### src/rtl/fetch_sequencer_pkg.sv
// fetch_sequencer_pkg
// Shared definitions for the fetch sequencer, the assembler tests and the
// datapath decoder: opcode constants, sequencer state encoding and PC width.
package fetch_sequencer_pkg;

  localparam int PC_W = 8;

  localparam logic [7:0] OP_NOP      = 8'h00;
  localparam logic [7:0] OP_HALT     = 8'hFF;
  localparam logic [3:0] OPC_BZ_IMM  = 4'b0111;
  localparam logic [3:0] OPC_BNZ_IMM = 4'b1010;
  localparam logic [3:0] OPC_BNZ_REG = 4'b1000;

  typedef enum logic [1:0] {
    ST_IDLE  = 2'd0,
    ST_FETCH = 2'd1,
    ST_EXEC  = 2'd2,
    ST_HALT  = 2'd3
  } state_t;

  // Immediate branch targets are the 4-bit field scaled to an even address.
  function automatic logic [PC_W-1:0] imm_target(input logic [3:0] imm);
    return {3'b000, imm, 1'b0};
  endfunction

endpackage

### src/rtl/fetch_sequencer_next_pc_logic.sv
// next_pc_logic
// Combinational decode of the instruction register and selection of the
// next program counter.
// Ports:
//   ir         in   8  instruction register
//   pc         in   8  current program counter
//   acc_zero   in   1  datapath ACC==0 flag
//   reg0_value in   8  register 0, indirect branch target source
//   next_pc    out  8  branch target when taken, otherwise pc+PC_STEP
//   is_branch  out  1  IR is one of the three branch forms
//   is_halt    out  1  IR is HALT
//   is_nop     out  1  IR is NOP
module next_pc_logic
  import fetch_sequencer_pkg::*;
#(
  parameter int PC_STEP = 2
) (
  input  logic [7:0]      ir,
  input  logic [PC_W-1:0] pc,
  input  logic            acc_zero,
  input  logic [7:0]      reg0_value,
  output logic [PC_W-1:0] next_pc,
  output logic            is_branch,
  output logic            is_halt,
  output logic            is_nop
);

  localparam logic [PC_W-1:0] STEP = PC_W'(PC_STEP);

  logic [PC_W-1:0] seq_pc;
  logic [PC_W-1:0] target;
  logic            taken;

  // Indirect targets are forced even, so register 0 bit 0 never matters.
  logic unused_reg0_lsb;
  assign unused_reg0_lsb = reg0_value[0];

  // Sequential advance wraps naturally at the 8-bit boundary.
  assign seq_pc = pc + STEP;

  always_comb begin
    is_nop    = (ir == OP_NOP);
    is_halt   = (ir == OP_HALT);
    is_branch = 1'b0;
    taken     = 1'b0;
    target    = imm_target(ir[3:0]);
    case (ir[7:4])
      OPC_BZ_IMM: begin
        is_branch = 1'b1;
        taken     = acc_zero;
      end
      OPC_BNZ_IMM: begin
        is_branch = 1'b1;
        taken     = !acc_zero;
      end
      OPC_BNZ_REG: begin
        is_branch = 1'b1;
        taken     = !acc_zero;
        target    = {reg0_value[7:1], 1'b0};
      end
      default: ;
    endcase
    next_pc = taken ? target : seq_pc;
  end

endmodule

### src/rtl/fetch_sequencer.sv
// fetch_sequencer
// Instruction-memory initiator: owns the PC, fetches one byte per
// instruction, resolves NOP/branch/HALT locally and issues everything else
// to the execute datapath over valid/ready.
// Ports:
//   clk          in   1  system clock, rising edge
//   rst_n        in   1  asynchronous active-low reset
//   start        in   1  begin execution from IDLE or HALT
//   pc_address   out  8  fetch address (the PC register)
//   instr_in     in   8  instruction from memory at pc_address
//   issue_valid  out  1  issue_instr holds a datapath instruction
//   issue_instr  out  8  instruction register
//   issue_ready  in   1  datapath accept
//   acc_zero     in   1  datapath ACC==0 flag
//   reg0_value   in   8  register 0 for indirect branches
//   halted       out  1  in HALT
//   busy         out  1  in FETCH or EXEC
module fetch_sequencer
  import fetch_sequencer_pkg::*;
#(
  parameter logic [7:0] RESET_PC = 8'h00,
  parameter int         PC_STEP  = 2
) (
  input  logic       clk,
  input  logic       rst_n,
  input  logic       start,
  output logic [7:0] pc_address,
  input  logic [7:0] instr_in,
  output logic       issue_valid,
  output logic [7:0] issue_instr,
  input  logic       issue_ready,
  input  logic       acc_zero,
  input  logic [7:0] reg0_value,
  output logic       halted,
  output logic       busy
);

  state_t          state_reg, state_next;
  logic [PC_W-1:0] pc_reg, pc_next;
  logic [7:0]      ir_reg, ir_next;

  logic [PC_W-1:0] npc;
  logic            is_branch, is_halt, is_nop, is_datapath;

  next_pc_logic #(
    .PC_STEP (PC_STEP)
  ) u_next_pc (
    .ir         (ir_reg),
    .pc         (pc_reg),
    .acc_zero   (acc_zero),
    .reg0_value (reg0_value),
    .next_pc    (npc),
    .is_branch  (is_branch),
    .is_halt    (is_halt),
    .is_nop     (is_nop)
  );

  assign is_datapath = !(is_branch || is_halt || is_nop);

  always_ff @(posedge clk or negedge rst_n) begin
    if (!rst_n) begin
      state_reg <= ST_IDLE;
      pc_reg    <= RESET_PC;
      ir_reg    <= 8'h00;
    end else begin
      state_reg <= state_next;
      pc_reg    <= pc_next;
      ir_reg    <= ir_next;
    end
  end

  always_comb begin
    state_next = state_reg;
    pc_next    = pc_reg;
    ir_next    = ir_reg;
    case (state_reg)
      ST_IDLE: begin
        if (start) begin
          pc_next    = RESET_PC;
          state_next = ST_FETCH;
        end
      end
      ST_FETCH: begin
        ir_next    = instr_in;
        state_next = ST_EXEC;
      end
      ST_EXEC: begin
        // HALT wins over everything; start is not looked at while busy.
        if (is_halt) begin
          state_next = ST_HALT;
        end else if (is_nop || is_branch) begin
          pc_next    = npc;
          state_next = ST_FETCH;
        end else if (issue_ready) begin
          // For datapath instructions npc is always the sequential address.
          pc_next    = npc;
          state_next = ST_FETCH;
        end
      end
      ST_HALT: begin
        if (start) begin
          pc_next    = RESET_PC;
          state_next = ST_FETCH;
        end
      end
      default: state_next = ST_IDLE;
    endcase
  end

  // Outputs come only from state and IR, so reset clears them at once and
  // instr_in never reaches an output combinationally.
  assign pc_address  = pc_reg;
  assign issue_instr = ir_reg;
  assign issue_valid = (state_reg == ST_EXEC) && is_datapath;
  assign halted      = (state_reg == ST_HALT);
  assign busy        = (state_reg == ST_FETCH) || (state_reg == ST_EXEC);

endmodule

### config.mk
export PLATFORM = sky130hd
export DESIGN_NAME = fetch_sequencer
export DESIGN_NICKNAME = d
export VERILOG_FILES = /design/src/rtl/fetch_sequencer_pkg.sv /design/src/rtl/fetch_sequencer_next_pc_logic.sv /design/src/rtl/fetch_sequencer.sv
export SDC_FILE = /design/constraint.sdc
export NUM_CORES = 1
export LEC_CHECK = 0
export BUFFER_PORTS_ARGS = -buffer_cell sky130_fd_sc_hd__buf_2
export CAP_MARGIN = 20
export CORE_ASPECT_RATIO = 1.1
export CORE_UTILIZATION = 30
export DETAILED_ROUTE_END_ITERATION = 8
export PLACE_DENSITY = 0.5
export SLEW_MARGIN = 20
export SYNTH_ARGS = -nofsm -noshare
export SYNTH_HDL_FRONTEND = slang
export SYNTH_SLANG_ARGS = --single-unit
### constraint.sdc
create_clock -name clk -period 2.48 [get_ports clk]
set_input_delay 0 -clock clk [delete_from_list [all_inputs] [get_ports clk]]
set_output_delay 0 -clock clk [all_outputs]
set_load 0.1 [all_outputs]
==> impl_results.md, run 1 <==
* Total core area at 0.003712 sq mm
* CTS tree: built
* Max-cap viol count at 0
* Rel. slew slack at 53.45%
* Initial antenna violation count at 0
* Max reg flops at 8
* # IOs at 40
* Height of the die at 67.92 um
* Ys Warns at 0
* Area of the mapped netlist at 0.001185 sq mm
* CTS Buffer Depth at 2
* Vias at just over 1000
* H-tree levels at 1
* Post-synth EDFFs at 0
* Register area share after synthesis at 35.90%
* Die X at 61.92 um
* Crit-path max cell delay at about 570 ps
* Asr flop ratio synth at 100.0%
* Mean number of vias per cell at 4.957
* Flops & latches, synth at 17
* Worst-Margin Slew at ~700 ps
* Total CTS buffers at 3
* Setup violations, final at 0
* Drt first pass iters at 2
* Worst Hold Class: in2reg
* Crit path time final at about 2100 ps
* CP delay by family, top: compound AO/OA/AOI/OAI gates
* Total Routing Usage GR at between 10% and 20%
* Top post-synthesis cells by area: dfrtp_1 (36%), mux2_2 (9.5%), ha_1 (5.3%)
* GR Overflow Total at 0
* Buf+Inv Stages, Crit Path at 0
* Arrival time worst endpoint at 2240 ps
* Fmax at 475.0 MHz
* Status: finished clean
* IO Port Bufs at 37
* Largest net degree at the start of global routing at 18
* Area Overhead vs Synth at 30.20%
* RSZ-0062 raised after global routing: false
* Final period utilization at roughly 85%
* Top cell type by total area after synthesis: dfrtp_1
* Rows at 23
* Crit. End Element: register
* Final instance area at 0.001543 sq mm
* Yosys top cell area share at a little over a third
* Crit path cell chain: or4_4 > o221ai_4 > o2111a_2 > mux2_4
* # DRC at 0
* PostCTS Resize Cnt at 0
* Startpoint types: register
* Library cells used by synthesis at 42
* Setup TNS at 0 ps
* Root Driver: clkbuf_8
* Final Util at 41.56%
* Post-DRT Antenna Nets at 0
* Hold Slack at 79.07 ps
* HPWL Detailed at 2.204 mm
* Final net count at 185
* Mapped Cells at 112
* CP required at 2620 ps
* Worst Path Max Fanout at 9
* Placed cell area at 0.001408 sq mm
* Vias in the first global route at 1074
* Pins over their slew limit at 0
* # diodes at 0
* Initial DRC count at 51
* Proportion of layout cells with a drive suffix above 1 at 41.14%
* Clk_skew at around 1.5 ps
* Die Footprint at 0.004205 sq mm
* Prevailing post-synth register cell: dfrtp_1
* Synthesized net count at 138
* Reg clk slew, reported paths at 70 ps
* Slowest stage cell on the critical path: or4_4
* Hold Vio Cnt, Final at 0
* Synth Area per Inst at 10.58 sq um
* Critical path class: reg2reg
* Total routed wirelength at 2.822 mm
* Global-route wire length before repair at 4.802 mm
* Clk Latency, worst-skew pair at 250 ps
* Starting Density at 31.92%
* Avg WL per Cell at 13.57 um
* Placer Congestion at 0.7642
* # clock sinks at 17
## metrics by stage
stage | setup WS, ps | cells
3_3_place_gp | 382.8 | 195
6_report | 374.8 | 208
2_1_floorplan | 21.38 | 112
3_5_place_dp | 387.2 | 195
4_1_cts | 365.4 | 208
5_1_grt | 278.4 | 208
## logic make-up after synthesis
logic type | synth area share [%]
simple gates | 15.52
xor+xnor | 1.479
buf+inv | 6.124
flops | 35.90
compound gates | 20.38
fa+ha+maj | 5.280
other cells | 0.3165
mux | 14.99
## layout by cell type, fill, tap and decap left out, drive strengths merged, types with 2 or more instances in the layout
master        n
o211ai        2
nand2b        3
nor2b         2
dfrtp        17
o21ai         2
nor4b         2
o21a          2
nand2         4
xnor2         2
mux2         11
nor3          2
nor2          2
nand3         4
ha            5
mux2i         5
clkbuf        4
buf          38
o32ai         4
dlygate4sd3   9
inv           9
a21oi         4
or4           2
a211oi        8
## Yosys cell counts (2+ instances only)
| cell | count |
|---|---|
| nand2b_1 | 2 |
| o211ai_1 | 2 |
| nand3_1 | 4 |
| nor3_1 | 2 |
| mux2_2 | 10 |
| dfrtp_1 | 17 |
| or4_4 | 2 |
| a211oi_1 | 8 |
| o32ai_1 | 4 |
| nor2b_1 | 2 |
| buf_6 | 2 |
| ha_1 | 5 |
| o21ai_0 | 2 |
| o21a_1 | 2 |
| xnor2_1 | 2 |
| nand2_1 | 4 |
| mux2i_1 | 5 |
| a21oi_1 | 4 |
| nor2_1 | 2 |
| inv_1 | 9 |
## per-layer routing
| metal | global-route usage, % | up-vias | part of all wire, % |
|---|---|---|---|
| met3 | 2.647 | 5 | 4.3 |
| li1 | - | 515 | - |
| met2 | 25.81 | 34 | 46 |
| met5 | 0 | - | 0 |
| met1 | 20.72 | 477 | 49 |
| met4 | 4.167 | 0 | 1.1 |
## final timing paths
path,startpoint,endpoint,slack [ps],cells after the start
worst max-delay path,issue_instr[6],pc_address[2],370,4
worst min-delay path,reg0_value[5],pc_address[5],80,3
worst max register to register,issue_instr[6],pc_address[2],370,4
worst min register to register,pc_address[5],pc_address[5],580,2
max in group asynchronous,rst_n,issue_instr[4],1960,2
min in group asynchronous,rst_n,pc_address[5],210,2
## tightest hold or removal path: cells and delay by family
family	cells	cell delay [ps]
buffers and inverters	1	80
AO/OA/AOI/OAI	1	90
multiplexers	1	120
## cell type report
type	count	area (sq um)
Clock buffer	4	45.04
Fill cell	369	2170
Inverter	9	33.78
Multi-Input combinational cell	81	689.4
Sequential cell	17	429.2
Tap cell	50	62.56
Timing Repair Buffer	47	282.8
## what timing repair did
action                    4_1_cts  5_1_grt
hold buffers                    9        0
buffers inserted                0        0
hold endpoints to repair       25        0
Power of run 1 is left out: the tool's default activity adds up to more than one toggle a clock period on the data nets, which glitch-free logic cannot reach.
==> run 2, diff against run 1 <==
PLACE_DENSITY = 0.52   (was 0.5)
clock period = 1.9 ns   (was 2.48 ns; I/O delays follow)
==> impl_results.md, run 2 (synthesis results as in run 1) <==
* Multi-input gate area at 708.2 sq um
* RSZ-0062 raised after global routing: true
* Cell count after placement at between 200 and 250
* Fmax at 520.8 MHz
* Critical path class: reg2reg
* Global-route wire length before repair at 4.968 mm
* R2R setup slack at -20 ps
* Vias at approximately 1100
* Root Driver: clkbuf_8
* Status: complete, but fails checks
* GR Overflow Total at 0
* # DRC at 0
* Buf+Inv Stages, Crit Path at 0
* Initial antenna violation count at 0
* Most frequent cells in the layout: buf_2 (36), buf_4 (16), mux2_2 (10)
* Starting Density at 31.92%
* Hold Slack at 89.19 ps
* Rows at 23
* Filler Cell Count at 359
* Die Footprint at 0.004205 sq mm
* Final Instance Count excl. Fillers at 224
* Startpoint types: register
* Crit. End Element: register
* Initial DRC count at ~50
* Hold Vio Cnt, Final at 0
* CP delay by family, top: simple AND/OR/NAND/NOR gates
* Placer Congestion at roughly 0.77
* # diodes at 0
* Area Overhead vs Synth at 44.03%
* Avg WL per Cell at 13.58 um
* Crit path time final at 1920 ps
* Setup ws final at -20.22 ps
* Max reg flops at 8
* Arrival time worst endpoint at 2060 ps
* Reg clk slew, reported paths at 70 ps
* Largest net degree at the start of global routing at 18
* Proportion of layout cells with a drive suffix above 1 at 51.72%
* Total Routing Usage GR at 16.30%
* Leading cell type in the layout, fill and taps excluded: buf_2
* Crit path cell chain: or4_4 > o221ai_4 > o2111a_2 > mux2_4
* Mean number of vias per cell at 4.946
* CTS tree: built
* Die X at 61.92 um
* Storage cell area at 440.4 sq um
* Failing checks: negative setup slack
* Clk Latency, worst-skew pair at 250 ps
* Final instance area at 0.001707 sq mm
* Final period utilization at 101.1%
* IO Port Bufs at 37
* Crit-path max cell delay at 540 ps
* Worst Path Max Fanout at 4
* Slowest stage cell on the critical path: or4_4
* # IOs at 40
* HPWL Detailed at about 2.3 mm
* # clock sinks at 17
* Height of the die at a little under 70 um
* H-tree levels at 1
* Final Util at 45.97%
* Post-DRT Antenna Nets at 0
* Total CTS buffers at 3
* Total routed wirelength at approximately 3.0 mm
* Setup violations, final at 1
* CP required at 2030 ps
* Pins over their slew limit at 0
* Vias in the first global route at 1116
* Worst Hold Class: in2reg
* Drt first pass iters at 4
* Clk_skew at 5.715 ps
* Max-cap viol count at 0
* Total core area at roughly 0.0037 sq mm
* CTS Buffer Depth at 2
* Final net count at roughly 200
* Placed cell area at 0.001516 sq mm
[run 2: cell count changes in the layout (fill, tap and decap cells not counted), sizes merged]
cell  delta
buf     +16
[run 2: per-layer routing]
layer	GRT usage (%)	part of all wire [%]	routed length, um
met3	2.268	3.6	109
met2	29.97	49	1502
met5	0	0	0
met1	19.28	46	1404
met4	4.722	0.82	25
[run 2: cell type report]
cell class                      count  area share (%)
Multi-Input combinational cell     81           41.50
Sequential cell                    17           25.81
Timing Repair Buffer               63           24.41
Tap cell                           50           3.666
Clock buffer                        4           2.639
Inverter                            9           1.979
[run 2: path summary, 6_finish.rpt]
check,cells past startpoint,to,from
setup / recovery,4,pc_address[2],issue_instr[6]
hold / removal,3,pc_address[5],reg0_value[5]
setup reg to reg,4,pc_address[2],issue_instr[6]
hold reg to reg,2,state_reg[0],state_reg[0]
max in group asynchronous,2,issue_instr[7],rst_n
min in group asynchronous,2,pc_address[7],rst_n
[run 2: worst register-to-register path, cell delays in order, from the launching register on]
cell,delay [ps]
dfrtp_2,440
or4_4,540
o221ai_4,250
o2111a_2,270
mux2_4,300
[run 2: per-stage QoR]
| step | TNS [ps] | setup WS [ps] |
|---|---|---|
| 3_3_place_gp | -12.79 | -12.79 |
| 3_5_place_dp | -64.49 | -29.45 |
| 2_1_floorplan | -1771 | -374.4 |
| 5_1_grt | -212.1 | -55.07 |
| 4_1_cts | -60.20 | -25.78 |
| 6_report | -20.22 | -20.22 |
[run 2: timing repair]
action                                 4_1_cts  5_1_grt
endpoints found under the hold margin       25        0
pin swaps                                    5        2
setup endpoints to repair                    7        9
resized for setup                            4        4
hold buffers                                 9        0
setup buffers                                2        1
Power of run 2 is left out for the same reason.
==> run 3, diff against run 2 <==
ABC_AREA = 1   (was unset)
==> impl_results.md, run 3 <==
* Post-synth EDFFs at 0
* Layer with the highest usage: met2
* Yosys top cell area share at 37.12%
* Met3 Use GR at 2.330%
* Height of the die at 66.83 um
* Filler Cell Count at 416
* Prevailing post-synth register cell: dfrtp_1
* CTS Buffer Depth at 2
* Total core area at approximately 0.0037 sq mm
* Max reg flops at 8
* Crit path cell chain: inv_1 > ha_1 > nand2_1 > nor2_2 > and3_2 > buf_2
* Final instance area at 0.001521 sq mm
* Asr flop ratio synth at 100.0%
* Total Routing Usage GR at 15.53%
* HPWL Detailed at 2.093 mm
* Critical path class: reg2out
* Met1 Resource Use GR at 19.86%
* Clk Latency, worst-skew pair at 250 ps
* Worst Path Max Fanout at 5
* Die Footprint at around 0.004 sq mm
* Most frequent cells in the layout: nand2_1 (66), buf_2 (37), inv_1 (17), dfrtp_1 (16), o21ai_0 (12)
* Largest net degree at the start of global routing at 18
* Top cell type by total area after synthesis: dfrtp_1
* Flops & latches, synth at 17
* Status: finished clean
* Library cells used by synthesis at 26
* Pins over their slew limit at 0
* Mapped Cells at 167
* Post-CTS Setup Bufs at 0
* Starting Density at 31.36%
* Synthesized net count at 193
* # IOs at 40
* Crit path time final at about 1700 ps
* Placed cell area at 0.001385 sq mm
* Hold Vio Cnt, Final at 0
* GR Overflow Total at 0
* Drt first pass iters at 4
* Register area share after synthesis at 37.12%
* Vias at 1161
* CP delay by family, top: buffers and inverters
* Arrival time worst endpoint at 1720 ps
* Placer Congestion at about 0.8
* Final period utilization at 90.71%
* Initial DRC count at 69
* Grt met2 use at about a quarter
* Mean number of vias per cell at 4.381
* Final Instance Count excl. Fillers at 265
* Avg WL per Cell at 10.33 um
* RSZ-0062 raised after global routing: false
* Total CTS buffers at 3
* Initial antenna violation count at 0
* Min-delay src: reg0_value[1]
* Cell count after placement at 252
* H-tree levels at 1
* Area Overhead vs Synth at 32.75%
* Reg clk slew, reported paths at 70 ps
* Rows at 23
* Die X at 60.93 um
* Setup violations, final at 0
* Synth top cells by count: nand2_1 (66), dfrtp_1 (17), inv_1 (17)
* CTS tree: built
* Synth Area per Inst at 6.863 sq um
* Hold Slack at about 99 ps
* Worst Hold Class: in2reg
* Post-DRT Antenna Nets at 0
* Ys Warns at 0
* Global-route wire length before repair at 4.712 mm
* Worst r2r src: state_reg[0]
* Total routed wirelength at 2.737 mm
* Most numerous cell in the Yosys netlist: nand2_1
* Buf+Inv Stages, Crit Path at 2
* CP required at 1900 ps
* Worst Setup SP: state_reg[0]
* PostCTS Resize Cnt at 0
* Proportion of layout cells with a drive suffix above 1 at 24.65%
* Slowest stage cell on the critical path: dfrtp_1
* Crit-path max cell delay at 420 ps
* IO Port Bufs at 37
* Area of the mapped netlist at between 0.001 and 0.0015 sq mm
* # DRC at 0
* Crit. End Element: output pin
* Setup TNS at 0 ps
* Startpoint types: register
* Max-cap viol count at 0
* Leading cell type in the layout, fill and taps excluded: nand2_1
* Final net count at 242
* Root Driver: clkbuf_8
* Top post-synthesis cells by area: dfrtp_1 (37%), nand2_1 (22%), inv_1 (5.6%)
* Vias in the first global route at 1108
* # clock sinks at 17
* Fmax at between 500 and 600 MHz
* # diodes at 0
* Clk_skew at 3.780 ps
## run 3: area by class of cell
type,count,area [sq um],area share [%]
multi-input combinational,130,643.1,42.27
clock buffer,3,41.29,2.714
clock inverter,1,5.005,0.3289
tap,50,62.56,4.112
inverter,18,67.56,4.441
sequential,17,426.7,28.04
timing repair buffer,46,275.3,18.09
## run 3: layer usage
layer | share of wire, % | wire length (um)
met1 | 50 | 1357
met2 | 46 | 1263
met3 | 2.9 | 79
met4 | 1.4 | 38
met5 | 0 | 0
## run 3: stage by stage
step / util (%) / setup WS [ps]
floorplan: - / 4.567
global placement: 37.90 / 349.8
detailed placement: 37.90 / 340.5
CTS: 41.63 / 149.1
global route: 41.63 / 62.49
finish: 41.63 / 176.4
## run 3: worst min-delay path, delay by kind of cell
family                 cells  cell delay, ps
and+or+nand+nor            3             150
AOI/OAI and AO/OA          1              90
buffers and inverters      1              80
## run 3: logic make-up after synthesis
group                    after synthesis  synth area share [%]
AO/OA/AOI/OAI                         22                 10.37
XOR/XNOR                               2                 1.529
adder cells (fa/ha/maj)                5                 5.459
buffers and inverters                 20                 6.877
flip-flops                            17                 37.12
other                                  1                0.3272
AND/OR/NAND/NOR                      100                 38.32
## run 3: timing repair
action / in CTS / in global routing
endpoints found under the hold margin: 25 / 0
hold buffers: 9 / 0
endpoints found under the setup margin: 0 / 0
## run 3: final timing paths
| check | cells past startpoint | slack [ps] | to |
|---|---|---|---|
| worst max-delay path | 6 | 180 | issue_valid |
| worst max register to register | 9 | 350 | pc_address[6] |
| worst min-delay path | 5 | 100 | pc_address[1] |
| worst min register to register | 2 | 540 | pc_address[5] |
| max in group asynchronous | 2 | 1370 | issue_instr[7] |
| min in group asynchronous | 2 | 210 | pc_address[4] |
Power of run 3 is left out for the same reason.
